--- src/rtl/multitrack_sequencer.sv ---
// rtl/multitrack_sequencer.sv - N-track step recorder with mixed, one-shot or looping playback
module multitrack_sequencer #(
    parameter int NUM_TRACKS = 4,
    parameter int NOTE_W     = 8,
    parameter int ADDR_W     = 6,
    parameter int TICK_DIV   = 25_000_000,
    parameter int SEL_W      = (NUM_TRACKS > 1) ? $clog2(NUM_TRACKS) : 1
) (
    input  logic                  clock,
    input  logic                  reset,
    input  logic                  record,
    input  logic                  play,
    input  logic                  erase,
    input  logic                  loop_en,
    input  logic [SEL_W-1:0]      track_sel,
    input  logic [NUM_TRACKS-1:0] mix_mask,
    input  logic [NOTE_W-1:0]     note_in,
    output logic [NOTE_W-1:0]     note_out,
    output logic [ADDR_W-1:0]     play_addr,
    output logic                  playing,
    output logic                  done,
    output logic                  full,
    output logic [ADDR_W:0]       sel_len
);

    localparam int DEPTH  = 1 << ADDR_W;
    localparam int LEN_W  = ADDR_W + 1;
    localparam int TICK_W = $clog2(TICK_DIV);

    localparam logic [LEN_W-1:0]  DEPTH_LEN = LEN_W'(DEPTH);
    localparam logic [TICK_W-1:0] TICK_LAST = TICK_W'(TICK_DIV - 1);

    typedef enum logic {
        S_IDLE,
        S_PLAY
    } state_t;

    state_t state;
    state_t next_state;

    // Note storage and per-track fill level; contents survive reset and erase
    logic [NOTE_W-1:0] mem [NUM_TRACKS][DEPTH];
    logic [LEN_W-1:0]  len [NUM_TRACKS];

    // Playback context captured when a run starts
    logic [NUM_TRACKS-1:0] mask_q;
    logic                  loop_q;
    logic [LEN_W-1:0]      plen_q;
    logic [TICK_W-1:0]     tick;

    logic                  sel_ok;
    logic                  sel_full;
    logic                  is_idle;
    logic                  is_play;
    logic                  erase_go;
    logic                  play_go;
    logic                  record_go;
    logic                  step_wrap;
    logic                  last_step;
    logic                  run_end;
    logic [LEN_W-1:0]      play_len;
    logic [NOTE_W-1:0]     mix_note;

    assign sel_ok   = (32'(track_sel) < NUM_TRACKS);
    assign sel_full = sel_ok && (len[track_sel] == DEPTH_LEN);
    assign sel_len  = sel_ok ? len[track_sel] : '0;
    assign full     = sel_full;

    assign is_idle   = (state == S_IDLE);
    assign is_play   = (state == S_PLAY);

    // Erase outranks play, which outranks record; losers in the same cycle are dropped
    assign erase_go  = is_idle && erase && sel_ok;
    assign play_go   = is_idle && play && !erase;
    assign record_go = is_idle && record && !erase && !play && sel_ok && !sel_full;

    assign step_wrap = is_play && (tick == TICK_LAST);
    assign last_step = ({1'b0, play_addr} == (plen_q - LEN_W'(1)));
    assign run_end   = is_play && !play && step_wrap && last_step && !loop_q;

    // Playback length is the longest of the tracks selected for the run
    always_comb begin
        play_len = '0;
        for (int t = 0; t < NUM_TRACKS; t++) begin
            if (mix_mask[t] && (len[t] > play_len)) begin
                play_len = len[t];
            end
        end
    end

    // Mix of the current step; tracks already exhausted contribute nothing
    always_comb begin
        mix_note = '0;
        for (int t = 0; t < NUM_TRACKS; t++) begin
            if (mask_q[t] && ({1'b0, play_addr} < len[t])) begin
                mix_note = mix_note | mem[t][play_addr];
            end
        end
    end

    // FSM state register
    always_ff @(posedge clock) begin
        if (reset) begin
            state <= S_IDLE;
        end else begin
            state <= next_state;
        end
    end

    // FSM next-state: an empty run never leaves IDLE
    always_comb begin
        next_state = state;
        case (state)
            S_IDLE: begin
                if (play_go && (play_len != '0)) begin
                    next_state = S_PLAY;
                end
            end
            S_PLAY: begin
                if (play || run_end) begin
                    next_state = S_IDLE;
                end
            end
            default: next_state = S_IDLE;
        endcase
    end

    // FSM outputs
    always_comb begin
        playing = (state == S_PLAY);
    end

    // Note array write port; only the append position of the selected track is written
    always_ff @(posedge clock) begin
        if (!reset && record_go) begin
            mem[track_sel][len[track_sel][ADDR_W-1:0]] <= note_in;
        end
    end

    // Track lengths: erase clears, record appends, frozen outside IDLE
    always_ff @(posedge clock) begin
        if (reset) begin
            for (int t = 0; t < NUM_TRACKS; t++) begin
                len[t] <= '0;
            end
        end else if (erase_go) begin
            len[track_sel] <= '0;
        end else if (record_go) begin
            len[track_sel] <= len[track_sel] + LEN_W'(1);
        end
    end

    // Run context, step timer and step address
    always_ff @(posedge clock) begin
        if (reset) begin
            mask_q    <= '0;
            loop_q    <= 1'b0;
            plen_q    <= '0;
            tick      <= '0;
            play_addr <= '0;
        end else begin
            if (play_go) begin
                mask_q <= mix_mask;
                loop_q <= loop_en;
                plen_q <= play_len;
            end
            if (is_play && (next_state == S_PLAY)) begin
                tick <= step_wrap ? '0 : tick + TICK_W'(1);
            end else begin
                tick <= '0;
            end
            if (play_go || (is_play && play)) begin
                play_addr <= '0;
            end else if (step_wrap) begin
                play_addr <= last_step ? '0 : play_addr + ADDR_W'(1);
            end
        end
    end

    // Registered mix output and end-of-run pulse
    always_ff @(posedge clock) begin
        if (reset) begin
            note_out <= '0;
            done     <= 1'b0;
        end else begin
            note_out <= is_play ? mix_note : '0;
            done     <= (play_go && (play_len == '0)) || run_end;
        end
    end

endmodule

--- config.mk ---
export PLATFORM = sky130hd
export DESIGN_NAME = multitrack_sequencer
export DESIGN_NICKNAME = d
export VERILOG_FILES = /design/src/rtl/multitrack_sequencer.sv
export SDC_FILE = /design/constraint.sdc
export NUM_CORES = 2
export LEC_CHECK = 0
export ABC_AREA = 0
export BUFFER_PORTS_ARGS = -buffer_cell sky130_fd_sc_hd__buf_2
export CAP_MARGIN = 0
export CORE_ASPECT_RATIO = 0.8
export CORE_MARGIN = 10
export CORE_UTILIZATION = 66
export CTS_BUF_LIST = sky130_fd_sc_hd__clkbuf_4 sky130_fd_sc_hd__clkbuf_8
export DETAILED_ROUTE_END_ITERATION = 10
export PLACE_DENSITY = 0.82
export SLEW_MARGIN = 20
export SYNTH_ARGS = -nofsm -noshare
export SYNTH_HDL_FRONTEND = slang
export SYNTH_SLANG_ARGS = --single-unit
--- constraint.sdc ---
create_clock -name clock -period 9.68 [get_ports clock]
set_clock_uncertainty 0.2 [all_clocks]
set_input_delay 2.904 -clock clock [delete_from_list [all_inputs] [get_ports clock]]
set_output_delay 2.904 -clock clock [all_outputs]
set_load 0.03 [all_outputs]
==> results.md <==
* Outcome: complete, no violations
* Cts hold-fix bufs at 0
* Routed len/inst at between 30 and 40 µm
* CP startpoint kind: input port
* CP max FO at 13
* Post-CTS Resized at 0
* Worst Tran Pin Value at ~1200 ps
* Pre-Repair DR Iteration Count at 6
* CTS Sinks at 2129
* GRT Overall Usage at a little over a quarter
* Req. time, crit path at 10400 ps
* Largest net degree at the start of global routing at between 150 and 200
* CP Class: in -> reg
* Initial DRC Count at a little under 6000
* Max VDD drop at between 0.15 and 0.2 mV
* Residual DRC at 0
* Synth area leaders: edfxtp_1 (74%), mux4_2 (18%), nor2_1 (1.5%)
* Setup bufs post-CTS at 0
* Top cell by count, worst path: ha_1
* Pins Over Slew Limit at 0
* FILL cells at ~6600
* WP data arrival at around 8700 ps
* # setup viols final at 0
* Synth top area share at about three quarters
* Final TNS setup at 0 ps
* Leak at approximately 28 nW
* Vias at roughly 41000
* Row Count at approximately 120
* Gate Count Post-Synth at approximately 3800
* Crit share post-route at 82.7%
* Skew-Pair Late Insertion Delay at ~1000 ps
* CTS tree: done
* Die height at between 300 and 400 µm
* RePlAce Congestion at between 0.8 and 0.9
* Worst path slowest cell: o211ai_1
* Routed WL at between 150000 and 200000 µm
* Asr flop ratio synth at 0%
* Slew headroom at around a fifth
* EDFF count, synth at slightly above 2000
* Via density at roughly 7
* Core box area at about 0.13 mm²
* Die area at ~0.14 mm²
* Top FF cell, synth: edfxtp_1
* Placed cell count at between 5000 and 6000
* Cell Count, Final, Fillers Out at about 6000
* GRT Residual Overflow at 0
* Crit path max-delay family: compound AO/OA/AOI/OAI gates
* Final nets at between 4000 and 5000
* Avg Synthesized Cell Area at 21.9 µm²
* Routed Antenna Nets at 0
* Seq/Total Area, Yosys at between 70 and 80%
* Power Density at between 150 and 200 mW/mm²
* Worst Hold Class: reg -> reg
* Clock root buffer: clkbuf_8
* Die W at around 420 µm
* Worst-path clk slew at about 60 ps
* Clk buf depth at 4
* Antenna violations before repair at 3
* Unrepaired setup endpoints after global routing: no
* First-pass GRT wire length at between 200000 and 300000 µm
* Yosys warnings at 0
* FMAX at approximately 120 MHz
* Final Hold Fails at 0
* Share of layout cells above drive strength 1 at around 30%
* Slowest cell delay on critical path at about 700 ps
* I/O pins at 44
* Cell taking the most area after synthesis: edfxtp_1
* Initial Util at between 60% and 70%
* Critical path buffer and inverter count at 2
* CP Capture Type: flop
* #FFs+latches synth at between 2000 and 2500
* Minimum clock period at between 8000 and 9000 ps
* Number of global-route vias before repair at between 40000 and 50000
* Cell Area, Synth at 0.0838 mm²
* Num CTS Buffers at ~310
* Half-perimeter wire length after placement at between 100000 and 150000 µm
* Number of port buffers at 43
* CTS HTree Levels at 5
* Post-synth cell types at 62
* Worst path cell trace: buf_2, and2_1, inv_1, ha_1, a21oi_1, a21o_1, a21o_4, o21ai_0, ha_1, nand2_1, mux2_4, or3_1, o211ai_1, o21ai_0, ha_1, and4_1, o211a_1, o21ai_1, a221oi_4, mux2_2, a211oi_1
* Maxcap violations at 0
* Area growth, synth to finish at 9.39%
* Post-synth net total at ~3900
## sequential cells by signal, summed over array words and instances, names as in the netlist
register   cells
done           1
mem         2048
play_addr      6
loop_q         1
playing        1
tick          25
plen_q         7
len           28
note_out       8
mask_q         4
## final cells by class
cell class	count	area, µm²	area share, %
antenna	7	17.5	0.0191
clock buffer	422	5160	5.62
clock inverter	101	569	0.621
inverter	46	174	0.190
multi-input combinational	1461	19600	21.3
sequential	2129	63400	69.1
tap	1652	2070	2.25
timing repair buffer	93	748	0.816
## synth_stat cells, types with 6 or more instances
cell type	n
edfxtp_1	2076
mux4_2	675
nor2_1	339
clkbuf_1	114
nand2_1	99
buf_1	73
dfxtp_1	53
inv_1	45
ha_1	42
nand2b_1	39
a21oi_1	28
nand3_1	28
o21ai_0	22
nor2b_1	21
xnor2_1	21
xor2_1	21
buf_2	13
a211oi_1	10
nor4_1	9
a21o_1	8
mux2i_1	8
nand4_1	8
and2_1	7
a41oi_1	6
nor3_1	6
## stage by stage
stage	utilization, %	cell area (µm²)	setup WS, ps	hold slack (ps)	power (mW)
2_1_floorplan	-	83800	1470	232	10.5
3_3_place_gp	68.4	86000	939	239	10.7
3_5_place_dp	68.4	86000	802	244	10.7
4_1_cts	73.0	91700	1840	252	17.4
5_1_grt	73.0	91700	1190	280	17.8
6_report	73.0	91700	1670	254	17.3
## placed cells by master (no fill, tap or decap), types with 20 or more instances in the layout
cell / instances
nand2_1: 92
clkbuf_4: 104
nor2b_1: 20
dfxtp_1: 48
clkinv_2: 30
ha_1: 42
edfxtp_1: 2076
clkbuf_8: 326
nand2b_1: 39
xnor2_1: 21
nor2_1: 333
nand3_1: 27
clkinv_1: 56
buf_2: 35
o21ai_0: 22
mux4_2: 675
a21oi_1: 28
xor2_1: 21
inv_1: 45
buf_4: 43
## tightest hold or removal path, stage by stage (launching register included)
cell	delay [ps]
dfxtp_1	310
nand2_1	50
a21oi_1	50
## kinds of logic after synthesis
| group | synth area share [%] |
|---|---|
| compound gates | 0.889 |
| xor+xnor | 0.439 |
| fa+ha+maj | 0.627 |
| buf+inv | 1.12 |
| flops | 75.6 |
| mux | 18.3 |
| simple gates | 3.00 |
## power breakdown
| group | internal (mW) | total [mW] | switching [mW] |
|---|---|---|---|
| Clock | 3.55 | 6.80 | 3.25 |
| Combinational | 0.0805 | 0.377 | 0.297 |
| Sequential | 10.1 | 10.1 | 0.0188 |
## path summary, 6_finish.rpt
check	start	endpoint	slack, ps	cells past startpoint
setup reg to reg	len[0][2]	plen_q[4]	3260	20
hold reg to reg	loop_q	loop_q	250	2
setup / recovery	mix_mask[0]	plen_q[4]	1670	21
hold / removal	loop_q	loop_q	250	2
## layer usage
layer | wire length (µm) | vias to the layer above | share of wire, % | track usage [%]
li1 | - | 16400 | - | -
met1 | 70800 | 21100 | 37 | 39.8
met2 | 90600 | 2768 | 47 | 40.8
met3 | 23400 | 404 | 12 | 7.13
met4 | 6620 | 4 | 3.5 | 9.95
met5 | 39 | - | 0.020 | 0
Note: power is estimated with default switching activity, not from simulation.
